## src/rtl/fifo_reader_if.sv

```systemverilog
// Bundle of FIFO read-port and downstream valid/ready stream signals for fifo_reader.
// master = the reader; slave = the FIFO plus downstream sink.
interface fifo_reader_if #(
    parameter int unsigned WIDTH = 8
);
    logic             fifo_rd_en_o;
    logic [WIDTH-1:0] fifo_rdata_i;
    logic             fifo_empty_i;
    logic             fifo_error_i;
    logic [WIDTH-1:0] m_data_o;
    logic             m_valid_o;
    logic             m_ready_i;

    modport master (
        output fifo_rd_en_o,
        input  fifo_rdata_i,
        input  fifo_empty_i,
        input  fifo_error_i,
        output m_data_o,
        output m_valid_o,
        input  m_ready_i
    );

    modport slave (
        input  fifo_rd_en_o,
        output fifo_rdata_i,
        output fifo_empty_i,
        output fifo_error_i,
        input  m_data_o,
        input  m_valid_o,
        output m_ready_i
    );
endinterface

```

## src/rtl/fifo_reader.sv

```systemverilog
// Burst reader: pulls burst_len_i words from a FIFO with 1-cycle read latency into a
// 2-entry skid buffer and streams them downstream. FIFO_READER_STATS_EN adds rd_count_o.
module fifo_reader #(
    parameter int unsigned WIDTH   = 8,
    parameter int unsigned BURST_W = 5
) (
    input  logic               rd_clk,
    input  logic               rst,
    input  logic               start_i,
    input  logic [BURST_W-1:0] burst_len_i,
    output logic               busy_o,
    output logic               done_o,
    output logic               err_o,
`ifdef FIFO_READER_STATS_EN
    output logic [BURST_W-1:0] rd_count_o,
`endif
    fifo_reader_if.master      bus
);
    typedef enum logic [1:0] {StIdle, StRun, StDrain, StDone} state_e;

    state_e             state_q, state_d;
    logic [BURST_W-1:0] len_q, len_d;
    logic [BURST_W-1:0] issued_q, issued_d;
    logic               inflight_q, inflight_d;
    logic [1:0]         occ_q, occ_d;
    logic [WIDTH-1:0]   buf0_q, buf0_d;
    logic [WIDTH-1:0]   buf1_q, buf1_d;
    logic               err_q, err_d;
    logic               start_acc, xfer, rd_en;

    assign start_acc = (state_q == StIdle) && start_i;
    assign xfer      = (occ_q != 2'd0) && bus.m_ready_i;
    // Room is counted including the word in flight; a same-cycle pop frees one slot.
    assign rd_en     = (state_q == StRun) && !bus.fifo_empty_i && (issued_q < len_q) &&
                       ((({1'b0, occ_q} + {2'b00, inflight_q}) < 3'd2) || xfer);
    assign inflight_d = rd_en;

    // Skid buffer: buf0 is the head; data returning from the FIFO is captured when in flight.
    always_comb begin
        buf0_d = buf0_q;
        buf1_d = buf1_q;
        occ_d  = occ_q;
        case ({inflight_q, xfer})
            2'b01: begin
                if (occ_q == 2'd2) buf0_d = buf1_q;
                occ_d = occ_q - 2'd1;
            end
            2'b10: begin
                if (occ_q == 2'd0) buf0_d = bus.fifo_rdata_i;
                else               buf1_d = bus.fifo_rdata_i;
                occ_d = occ_q + 2'd1;
            end
            2'b11: begin
                if (occ_q == 2'd1) begin
                    buf0_d = bus.fifo_rdata_i;
                end else begin
                    buf0_d = buf1_q;
                    buf1_d = bus.fifo_rdata_i;
                end
            end
            default: ;
        endcase
    end

    always_comb begin
        state_d  = state_q;
        len_d    = len_q;
        issued_d = issued_q;
        err_d    = err_q;
        if ((state_q != StIdle) && bus.fifo_error_i) err_d = 1'b1;
        unique case (state_q)
            StIdle: begin
                if (start_acc) begin
                    len_d    = burst_len_i;
                    issued_d = '0;
                    err_d    = 1'b0;
                    state_d  = (burst_len_i == '0) ? StDone : StRun;
                end
            end
            StRun: begin
                if (rd_en) issued_d = issued_q + 1'b1;
                if (issued_q == len_q) state_d = StDrain;
            end
            StDrain: begin
                // Look at next-cycle occupancy so done follows the last transfer directly.
                if ((occ_d == 2'd0) && !inflight_d) state_d = StDone;
            end
            StDone:  state_d = StIdle;
            default: state_d = StIdle;
        endcase
    end

    always_ff @(posedge rd_clk) begin
        if (rst) begin
            state_q    <= StIdle;
            len_q      <= '0;
            issued_q   <= '0;
            inflight_q <= 1'b0;
            occ_q      <= 2'd0;
            buf0_q     <= '0;
            buf1_q     <= '0;
            err_q      <= 1'b0;
        end else begin
            state_q    <= state_d;
            len_q      <= len_d;
            issued_q   <= issued_d;
            inflight_q <= inflight_d;
            occ_q      <= occ_d;
            buf0_q     <= buf0_d;
            buf1_q     <= buf1_d;
            err_q      <= err_d;
        end
    end

    assign busy_o           = (state_q != StIdle);
    assign done_o           = (state_q == StDone);
    assign err_o            = err_q;
    assign bus.fifo_rd_en_o = rd_en;
    assign bus.m_data_o     = buf0_q;
    assign bus.m_valid_o    = (occ_q != 2'd0);

`ifdef FIFO_READER_STATS_EN
    logic [BURST_W-1:0] rd_count_q, rd_count_d;

    always_comb begin
        rd_count_d = rd_count_q;
        if (start_acc)                      rd_count_d = '0;
        else if (xfer && (rd_count_q != '1)) rd_count_d = rd_count_q + 1'b1;
    end

    always_ff @(posedge rd_clk) begin
        if (rst) rd_count_q <= '0;
        else     rd_count_q <= rd_count_d;
    end

    assign rd_count_o = rd_count_q;
`endif
endmodule

```

## src/flat_wrapper.sv

```systemverilog
// flat-port wrapper written by rule: the top's interface ports become plain ports
module fifo_reader_flat 
#(
    parameter int unsigned WIDTH   = 8,
    parameter int unsigned BURST_W = 5
)
  (rd_clk, rst, start_i, burst_len_i, busy_o, done_o, err_o, bus_fifo_rd_en_o, bus_fifo_rdata_i, bus_fifo_empty_i, bus_fifo_error_i, bus_m_data_o, bus_m_valid_o, bus_m_ready_i);
  fifo_reader_if #(.WIDTH(WIDTH)) bus_i ();
  input  logic rd_clk;
  input  logic rst;
  input  logic start_i;
  input  logic [BURST_W-1:0] burst_len_i;
  output logic busy_o;
  output logic done_o;
  output logic err_o;
  output wire logic [$bits(bus_i.fifo_rd_en_o)-1:0] bus_fifo_rd_en_o;
  input wire logic [$bits(bus_i.fifo_rdata_i)-1:0] bus_fifo_rdata_i;
  input wire logic [$bits(bus_i.fifo_empty_i)-1:0] bus_fifo_empty_i;
  input wire logic [$bits(bus_i.fifo_error_i)-1:0] bus_fifo_error_i;
  output wire logic [$bits(bus_i.m_data_o)-1:0] bus_m_data_o;
  output wire logic [$bits(bus_i.m_valid_o)-1:0] bus_m_valid_o;
  input wire logic [$bits(bus_i.m_ready_i)-1:0] bus_m_ready_i;
  assign bus_fifo_rd_en_o = bus_i.fifo_rd_en_o;
  assign bus_i.fifo_rdata_i = bus_fifo_rdata_i;
  assign bus_i.fifo_empty_i = bus_fifo_empty_i;
  assign bus_i.fifo_error_i = bus_fifo_error_i;
  assign bus_m_data_o = bus_i.m_data_o;
  assign bus_m_valid_o = bus_i.m_valid_o;
  assign bus_i.m_ready_i = bus_m_ready_i;
  fifo_reader #(.WIDTH(WIDTH), .BURST_W(BURST_W)) u_core (.rd_clk(rd_clk), .rst(rst), .start_i(start_i), .burst_len_i(burst_len_i), .busy_o(busy_o), .done_o(done_o), .err_o(err_o), .bus(bus_i));
endmodule
```

## config.mk

```make
export PLATFORM = sky130hd
export DESIGN_NAME = fifo_reader_flat
export DESIGN_NICKNAME = d
export VERILOG_FILES = /design/src/rtl/fifo_reader_if.sv /design/src/rtl/fifo_reader.sv /design/src/flat_wrapper.sv
export SDC_FILE = /design/constraint.sdc
export NUM_CORES = 1
export LEC_CHECK = 0
export CORE_MARGIN = 5
export CORE_UTILIZATION = 45
export CTS_BUF_LIST = sky130_fd_sc_hd__clkbuf_16
export CTS_CLUSTER_DIAMETER = 80
export DETAILED_ROUTE_END_ITERATION = 10
export PLACE_DENSITY = 0.76
export SLEW_MARGIN = 40
export SYNTH_ARGS = -nofsm -noshare
export SYNTH_HDL_FRONTEND = slang
export SYNTH_SLANG_ARGS = --single-unit
```

## constraint.sdc

```tcl
create_clock -name rd_clk -period 3.3 [get_ports rd_clk]
set_input_delay 0.99 -clock rd_clk [delete_from_list [all_inputs] [get_ports rd_clk]]
set_output_delay 0.99 -clock rd_clk [all_outputs]
set_load 0.05 [all_outputs]
```

==> run metrics, run 1 <==
status=finished, final reports clean; synth warn=0; CP Capture Type=output port; Diodes inserted=0; WL/cell=13.30 um; critical-path maximum fanout=3; final hold viol count=0; DRT antenna net count=0; Rows=22; Synth Instances=203; Die H=72.19 um; first-iteration detailed-routing DRC count=105; Min-Delay Path Class=reg2reg; Port-buffer cells=31; CTS H-Tree Depth=2; max-cap violation count=0; Post-Route Utilization=0.6320; worst-margin pin slew=0.5753 ns; Overall Power=1.543 mW; CP cell instances=clkdlybuf4s50_1 > nor2b_4 > nor2_1 > or3_4 > inv_4 > buf_12; CP required=2.31 ns; clk_lat worst skew=0.28 ns; Slew HR=0.6164; PD cells=656.9 mW/mm^2; core area=0.003716 mm^2; placed insts=284; Post-Route WL=3.883 mm; worst flop-to-flop path startpoint=u_core.occ_q[0]$_SDFF_PP0_; synth top area cells=dfxtp_1, ha_1, nor2_1; Crit path max-delay family=buffers and inverters; CTS tree=done; nets=279; routability cong.=0.8320; Syn Nets=239; DRC violations left=0; CP bufs+invs=3; setup TNS=0 ns; Pleak=0.9607 nW; Synth Flop Type=dfxtp_1; CTS Root Cell=clkbuf_16; DR pass1 iterations=4; endpoints failing setup=0; CTS hold repair buffers=0; wire length on met2=1.759 mm; Starting Density=0.4684; largest area contributor in the netlist=dfxtp_1; post-route insts no fill=292; Pins Over Slew Limit=0; Worst-path clk slew=0.05 ns; metal3 WL=139 um; sequential share of the synthesized area=0.3681; Worst Setup Start Kind=input port; I/O pins=32; vias in the first global route=1446; Hold Startpoint=u_core.len_q[3]$_SDFFE_PP0P_; Metal-1 WL=1.920 mm; CP max stage cell=clkdlybuf4s50_1; GR Overflow Total=0; largest net degree at the start of global routing=34; post-synth cell types=38; hpwl dp=2.832 mm; Setup Buffers After CTS=0; hold_ws=0.4560 ns; Post-synth EDFFs=0; first-pass GRT wire length=6.561 mm; cell area after synthesis=0.001740 mm^2; total clock sinks=32; asr flop ratio synth=0; CP max stage delay=0.45 ns; initial antenna violation count=0; RSZ-0062 raised after global routing=false; Tot GR Track Use=0.1591; max frequency=307.8 MHz; via/cell ratio=5.332; Clock Skews=0.006441 ns; Syn Area/Cell=8.573 um^2; Worst Setup SP=bus_m_ready_i; VDD IR max=0.3755 mV; crit path time final=3.249 ns; flops & latches, synth=32; share of the synthesized area in the top cell type=0.3681; layout cells sized above 1=0.1148; Tcrit/Tclk final=0.9845; highest layer used for signal routing=met4; synthesis-to-finish area growth=34.94%; DIE WIDTH=72.19 um; Die ar.=0.005211 mm^2; WS Path Type=in2out; WP data arrival=2.26 ns; DR vias=1557; Num CTS Buffers=5; Clock Path Buffers=2
synthesized netlist by cell type (all sizes together) (2+ instances only):
cell type / instances
dfxtp: 32
nor2: 25
mux2i: 9
a211oi: 10
ha: 17
a21oi: 13
o21a: 3
or4: 4
nand3: 8
inv: 17
a22oi: 9
clkbuf: 9
o211ai: 2
o21ai: 6
nand2: 12
a311o: 2
nor2b: 3
a21o: 2
nor3: 4
cell families (layout without fill, tap and decap cells):
family / after synthesis / after routing / synth area share
flops: 32 / 32 / 0.3681
compound gates: 55 / 55 / 0.2228
mux: 10 / 10 / 0.05823
fa+ha+maj: 17 / 17 / 0.1222
buf+inv: 28 / 69 / 0.06470
simple gates: 61 / 61 / 0.1639
metrics by stage:
stage | area, um^2 | setup slack, ns
floorplan | 1740 | 0.2052
global route | 2349 | 0.002675
global placement | 2166 | -0.04834
finish | 2349 | 0.05112
CTS | 2338 | 0.005193
detailed placement | 2170 | -0.09129
cell usage in the layout, fill, tap and decap left out, drive strengths merged, types with 2 or more instances in the layout:
master,n
a211oi,10
a21o,2
a21oi,13
a22oi,9
a311o,2
buf,13
clkbuf,5
clkdlybuf4s50,29
clkinv,2
dfxtp,32
ha,17
inv,18
mux2i,9
nand2,12
nand3,8
nor2,25
nor2b,3
nor3,4
o211ai,2
o21a,3
o21ai,6
or4,4
routing by layer:
layer / global-route usage / up-vias
met5: 0 / -
met4: 0.06889 / 0
met3: 0.03601 / 6
met2: 0.2497 / 25
met1: 0.2085 / 725
li1: - / 801
worst min-delay path, delay by kind of cell, from the launching register on:
family	cells	cell delay (ns)
AO/OA/AOI/OAI	1	0.05
flip-flops	1	0.30
AND/OR/NAND/NOR	1	0.05
registers in the layout, indices dropped and copies added (netlist names):
name                 flops
u_core.buf1_q            8
u_core.issued_q          5
u_core.err_o             1
u_core.state_q           2
u_core.bus.m_data_o      8
u_core.inflight_q        1
u_core.occ_q             2
u_core.len_q             5
worst paths after layout:
kind | to | slack (ns) | cells past startpoint
max | bus_fifo_rd_en_o | 0.05 | 6
min | u_core.len_q[3]$_SDFFE_PP0P_ | 0.46 | 2
max reg2reg | u_core.state_q[1]$_SDFFE_PP0P_ | 0.57 | 11
min reg2reg | u_core.len_q[3]$_SDFFE_PP0P_ | 0.46 | 2
where the power goes:
part	internal, mW	switching, mW
clock	0.351	0.161
sequential	0.434	0.0290
combinational	0.224	0.344
cell type report:
cell class                 count  area [um^2]
tap                           48        60.06
multi-input combinational    143         1001
fill                         333         1368
sequential                    32        640.6
clock inverter                 3        38.79
inverter                      18        70.07
clock buffer                   5        125.1
timing repair buffer          43        412.9
timing repair:
| item | 4_1_cts | 5_1_grt |
|---|---|---|
| cloned | 0 | 0 |
| gates resized for setup | 2 | 3 |
| pin swaps | 0 | 3 |
| setup endpoints to repair | 1 | 1 |
Note: power is estimated with default switching activity, not from simulation.
==> run 2: changes to the inputs <==
--- a/config.mk
+++ b/config.mk
@@ -8,7 +8,7 @@
 export CORE_MARGIN = 5
 export CORE_UTILIZATION = 45
 export CTS_BUF_LIST = sky130_fd_sc_hd__clkbuf_16
-export CTS_CLUSTER_DIAMETER = 80
+export CTS_CLUSTER_SIZE = 16
 export DETAILED_ROUTE_END_ITERATION = 10
 export PLACE_DENSITY = 0.76
 export SLEW_MARGIN = 40
==> results of run 2 <==
The final DEF is identical to that of run 1; final timing and power are the same.
==> run 3: changes to the inputs <==
--- a/config.mk
+++ b/config.mk
@@ -10,7 +10,7 @@
 export CTS_BUF_LIST = sky130_fd_sc_hd__clkbuf_16
 export CTS_CLUSTER_SIZE = 16
 export DETAILED_ROUTE_END_ITERATION = 10
-export PLACE_DENSITY = 0.76
+export PLACE_DENSITY = 0.68
 export SLEW_MARGIN = 40
 export SYNTH_ARGS = -nofsm -noshare
 export SYNTH_HDL_FRONTEND = slang
==> run 3 against run 2 <==
  * Sequential power about the same
  * Via count increased by 0.64%
  * Fmax increased by 0.61%
  * Global-route usage decreased by 0.38 points
  * Routed wire length about the same
  * Largest cell class unchanged
==> run metrics, run 3 (synthesis gave the netlist of run 1 again) <==
Rows=22 (unchanged); status=finished, final reports clean (unchanged); clk_lat worst skew=0.28 ns (about the same); Multi-input gate area=996.0 um^2 (was 0.001001 mm^2); crit path time final=3.229 ns (was 3.249 ns); Tcrit/Tclk final=0.9786 (was 0.9845); DRT antenna net count=0 (unchanged); Power Internal=0.9521 mW (was 1.009 mW); wire length on met2=1.753 mm (was 1.759 mm); Die ar.=0.005211 mm^2 (unchanged); Worst Setup SP=bus_m_ready_i (unchanged); Clk network pwr share=0.302 (was 0.332); Worst-path clk slew=0.05 ns (about the same); critical-path maximum fanout=2 (was 3); Tot GR Track Use=0.1553 (was 0.1591); Sequential Power Share=0.310 (was 0.300); Clock Skews=0.004643 ns (was 0.006441 ns); nets=283 (was 279); DR pass1 iterations=4 (unchanged); largest net degree at the start of global routing=23 (was 34); initial antenna violation count=0 (unchanged); I/O pins=32 (unchanged); CTS tree=done (unchanged); Pins Over Slew Limit=0 (unchanged); Num CTS Buffers=5 (unchanged); core area=0.003716 mm^2 (unchanged); Starting Density=0.4684 (unchanged); worst-margin pin slew=0.5552 ns (was 0.5753 ns); CP required=2.31 ns (about the same); CTS hold repair buffers=0 (unchanged); worst reg2reg setup slack=0.56 ns (was 0.57 ns); hpwl dp=2.789 mm (was 2.832 mm); commonest non-fill, non-tap cell in the layout=dfxtp_1 (unchanged); Critical Path Sink=bus_fifo_rd_en_o (unchanged); synthesis-to-finish area growth=35.51% (was 34.94%); WP data arrival=2.24 ns (was 2.26 ns); worst flop-to-flop path startpoint=u_core.occ_q[0]$_SDFF_PP0_ (unchanged); RSZ-0062 raised after global routing=false (unchanged); Post-Route Utilization=0.6347 (was 0.6320); GR Overflow Total=0 (unchanged); Clock Path Buffers=2 (unchanged); routability cong.=0.8157 (was 0.8320); layout cells sized above 1=0.1331 (was 0.1148); first-pass GRT wire length=6.437 mm (was 6.561 mm); Port-buffer cells=31 (unchanged); Slew HR=0.6298 (was 0.6164); metal3 WL=157 um (was 139 um); VDD IR max=0.4827 mV (was 0.3755 mV); endpoints failing setup=0 (unchanged); Min-Delay Path Class=reg2reg (unchanged); DIE WIDTH=72.19 um (unchanged); DR vias=1567 (was 1557); sequential cell area=640.6 um^2 (unchanged); Post-Route WL=3.880 mm (was 3.883 mm); total clock sinks=32 (unchanged); most frequent cells in the layout=dfxtp_1, clkdlybuf4s50_1, nor2_1 (unchanged); max frequency=309.7 MHz (was 307.8 MHz); sw power=0.5468 mW (was 0.5337 mW); area of placed instances=0.002192 mm^2 (was 0.002170 mm^2); DRC violations left=0 (unchanged); finished layout cell area=0.002359 mm^2 (was 0.002349 mm^2); WL/cell=13.11 um (was 13.30 um); Diodes inserted=0 (unchanged); first-iteration detailed-routing DRC count=76 (was 105); Worst Setup Start Kind=input port (unchanged); vias in the first global route=1408 (was 1446); setup TNS=0 ns (unchanged); Combinational Power Share=0.388 (was 0.368); PD cells=635.5 mW/mm^2 (was 656.9 mW/mm^2); fillcell total=338 (was 333); FF-to-FF path depth=10 (was 11); CTS H-Tree Depth=2 (unchanged); WS Path Type=in2out (unchanged); Overall Power=1.499 mW (was 1.543 mW); highest layer used for signal routing=met4 (unchanged); RR Endpoint=u_core.state_q[1]$_SDFFE_PP0P_ (unchanged); Metal-1 WL=1.907 mm (was 1.920 mm); CTS Root Cell=clkbuf_16 (unchanged); Die H=72.19 um (unchanged); max-cap violation count=0 (unchanged); CP Capture Type=output port (unchanged); final hold viol count=0 (unchanged); via/cell ratio=5.294 (was 5.332); Net Sw Frac=0.3648 (was 0.3460); Pleak=0.9588 nW (was 0.9607 nW)
==> run 3: changes by cell type in the layout (fill, tap and decap cells not counted), sizes merged <==
cell,previous run,this run
buf,13,17
bufinv,1,0
clkinvlp,0,2
inv,18,17
==> run 3: worst min-delay path by stage <==
stage,startpoint,endpoint,slack [ns],depth (start not counted)
floorplan,u_core.len_q[1]$_SDFFE_PP0P_,u_core.len_q[1]$_SDFFE_PP0P_,0.44,2
CTS,u_core.len_q[2]$_SDFFE_PP0P_,u_core.len_q[2]$_SDFFE_PP0P_,0.45,2
detailed placement,u_core.len_q[2]$_SDFFE_PP0P_,u_core.len_q[2]$_SDFFE_PP0P_,0.45,2
finish,u_core.len_q[2]$_SDFFE_PP0P_,u_core.len_q[2]$_SDFFE_PP0P_,0.45,2
global route,u_core.len_q[0]$_SDFFE_PP0P_,u_core.len_q[0]$_SDFFE_PP0P_,0.48,2
global placement,u_core.len_q[2]$_SDFFE_PP0P_,u_core.len_q[2]$_SDFFE_PP0P_,0.45,2
==> run 3: through the flow <==
stage          setup slack, ns  instances  hold WS, ns
5_1_grt                0.02212        296       0.4810
2_1_floorplan           0.2052        203       0.4363
3_5_place_dp          -0.07714        287       0.4473
3_3_place_gp           -0.1132        287       0.4458
4_1_cts                0.01242        295       0.4546
6_report               0.07071        296       0.4535
==> run 3: routing by layer <==
metal,GRT usage,vias to the layer above
met3,0.03047,5
met2,0.2295,37
met4,0.06889,0
li1,-,815
met1,0.2174,710
met5,0,-
==> run 3: critical path, cell delays in order <==
cell and delay [ns]:
clkdlybuf4s50_1 0.44, nor2b_2 0.15, nor2_1 0.07, or3_4 0.38, inv_4 0.07, buf_12 0.13
==> run 3: timing repair <==
action,CTS,global route
hold endpoints to repair,0,0
setup endpoints to repair,1,1
pin swaps,0,3
resized for setup,2,2
buffers inserted,0,1
==> run 3: cell type report <==
type / count / share of cell area
Multi-Input combinational cell: 143 / 0.4223
Clock buffer: 5 / 0.05305
Timing Repair Buffer: 47 / 0.1878
Sequential cell: 32 / 0.2716
Tap cell: 48 / 0.02546
Inverter: 18 / 0.02971
Clock inverter: 3 / 0.01008
==> run 3: power groups by stage <==
| stage | Sequential [mW] | Combinational [mW] | Clock (mW) |
|---|---|---|---|
| final | 0.464 | 0.582 | 0.453 |
| after global routing | 0.471 | 0.632 | 0.486 |
| after CTS | 0.465 | 0.580 | 0.463 |
| after detailed placement | 0.472 | 0.572 | 0 |
| after global placement | 0.470 | 0.571 | 0 |
| after floorplan | 0.537 | 0.305 | 0 |
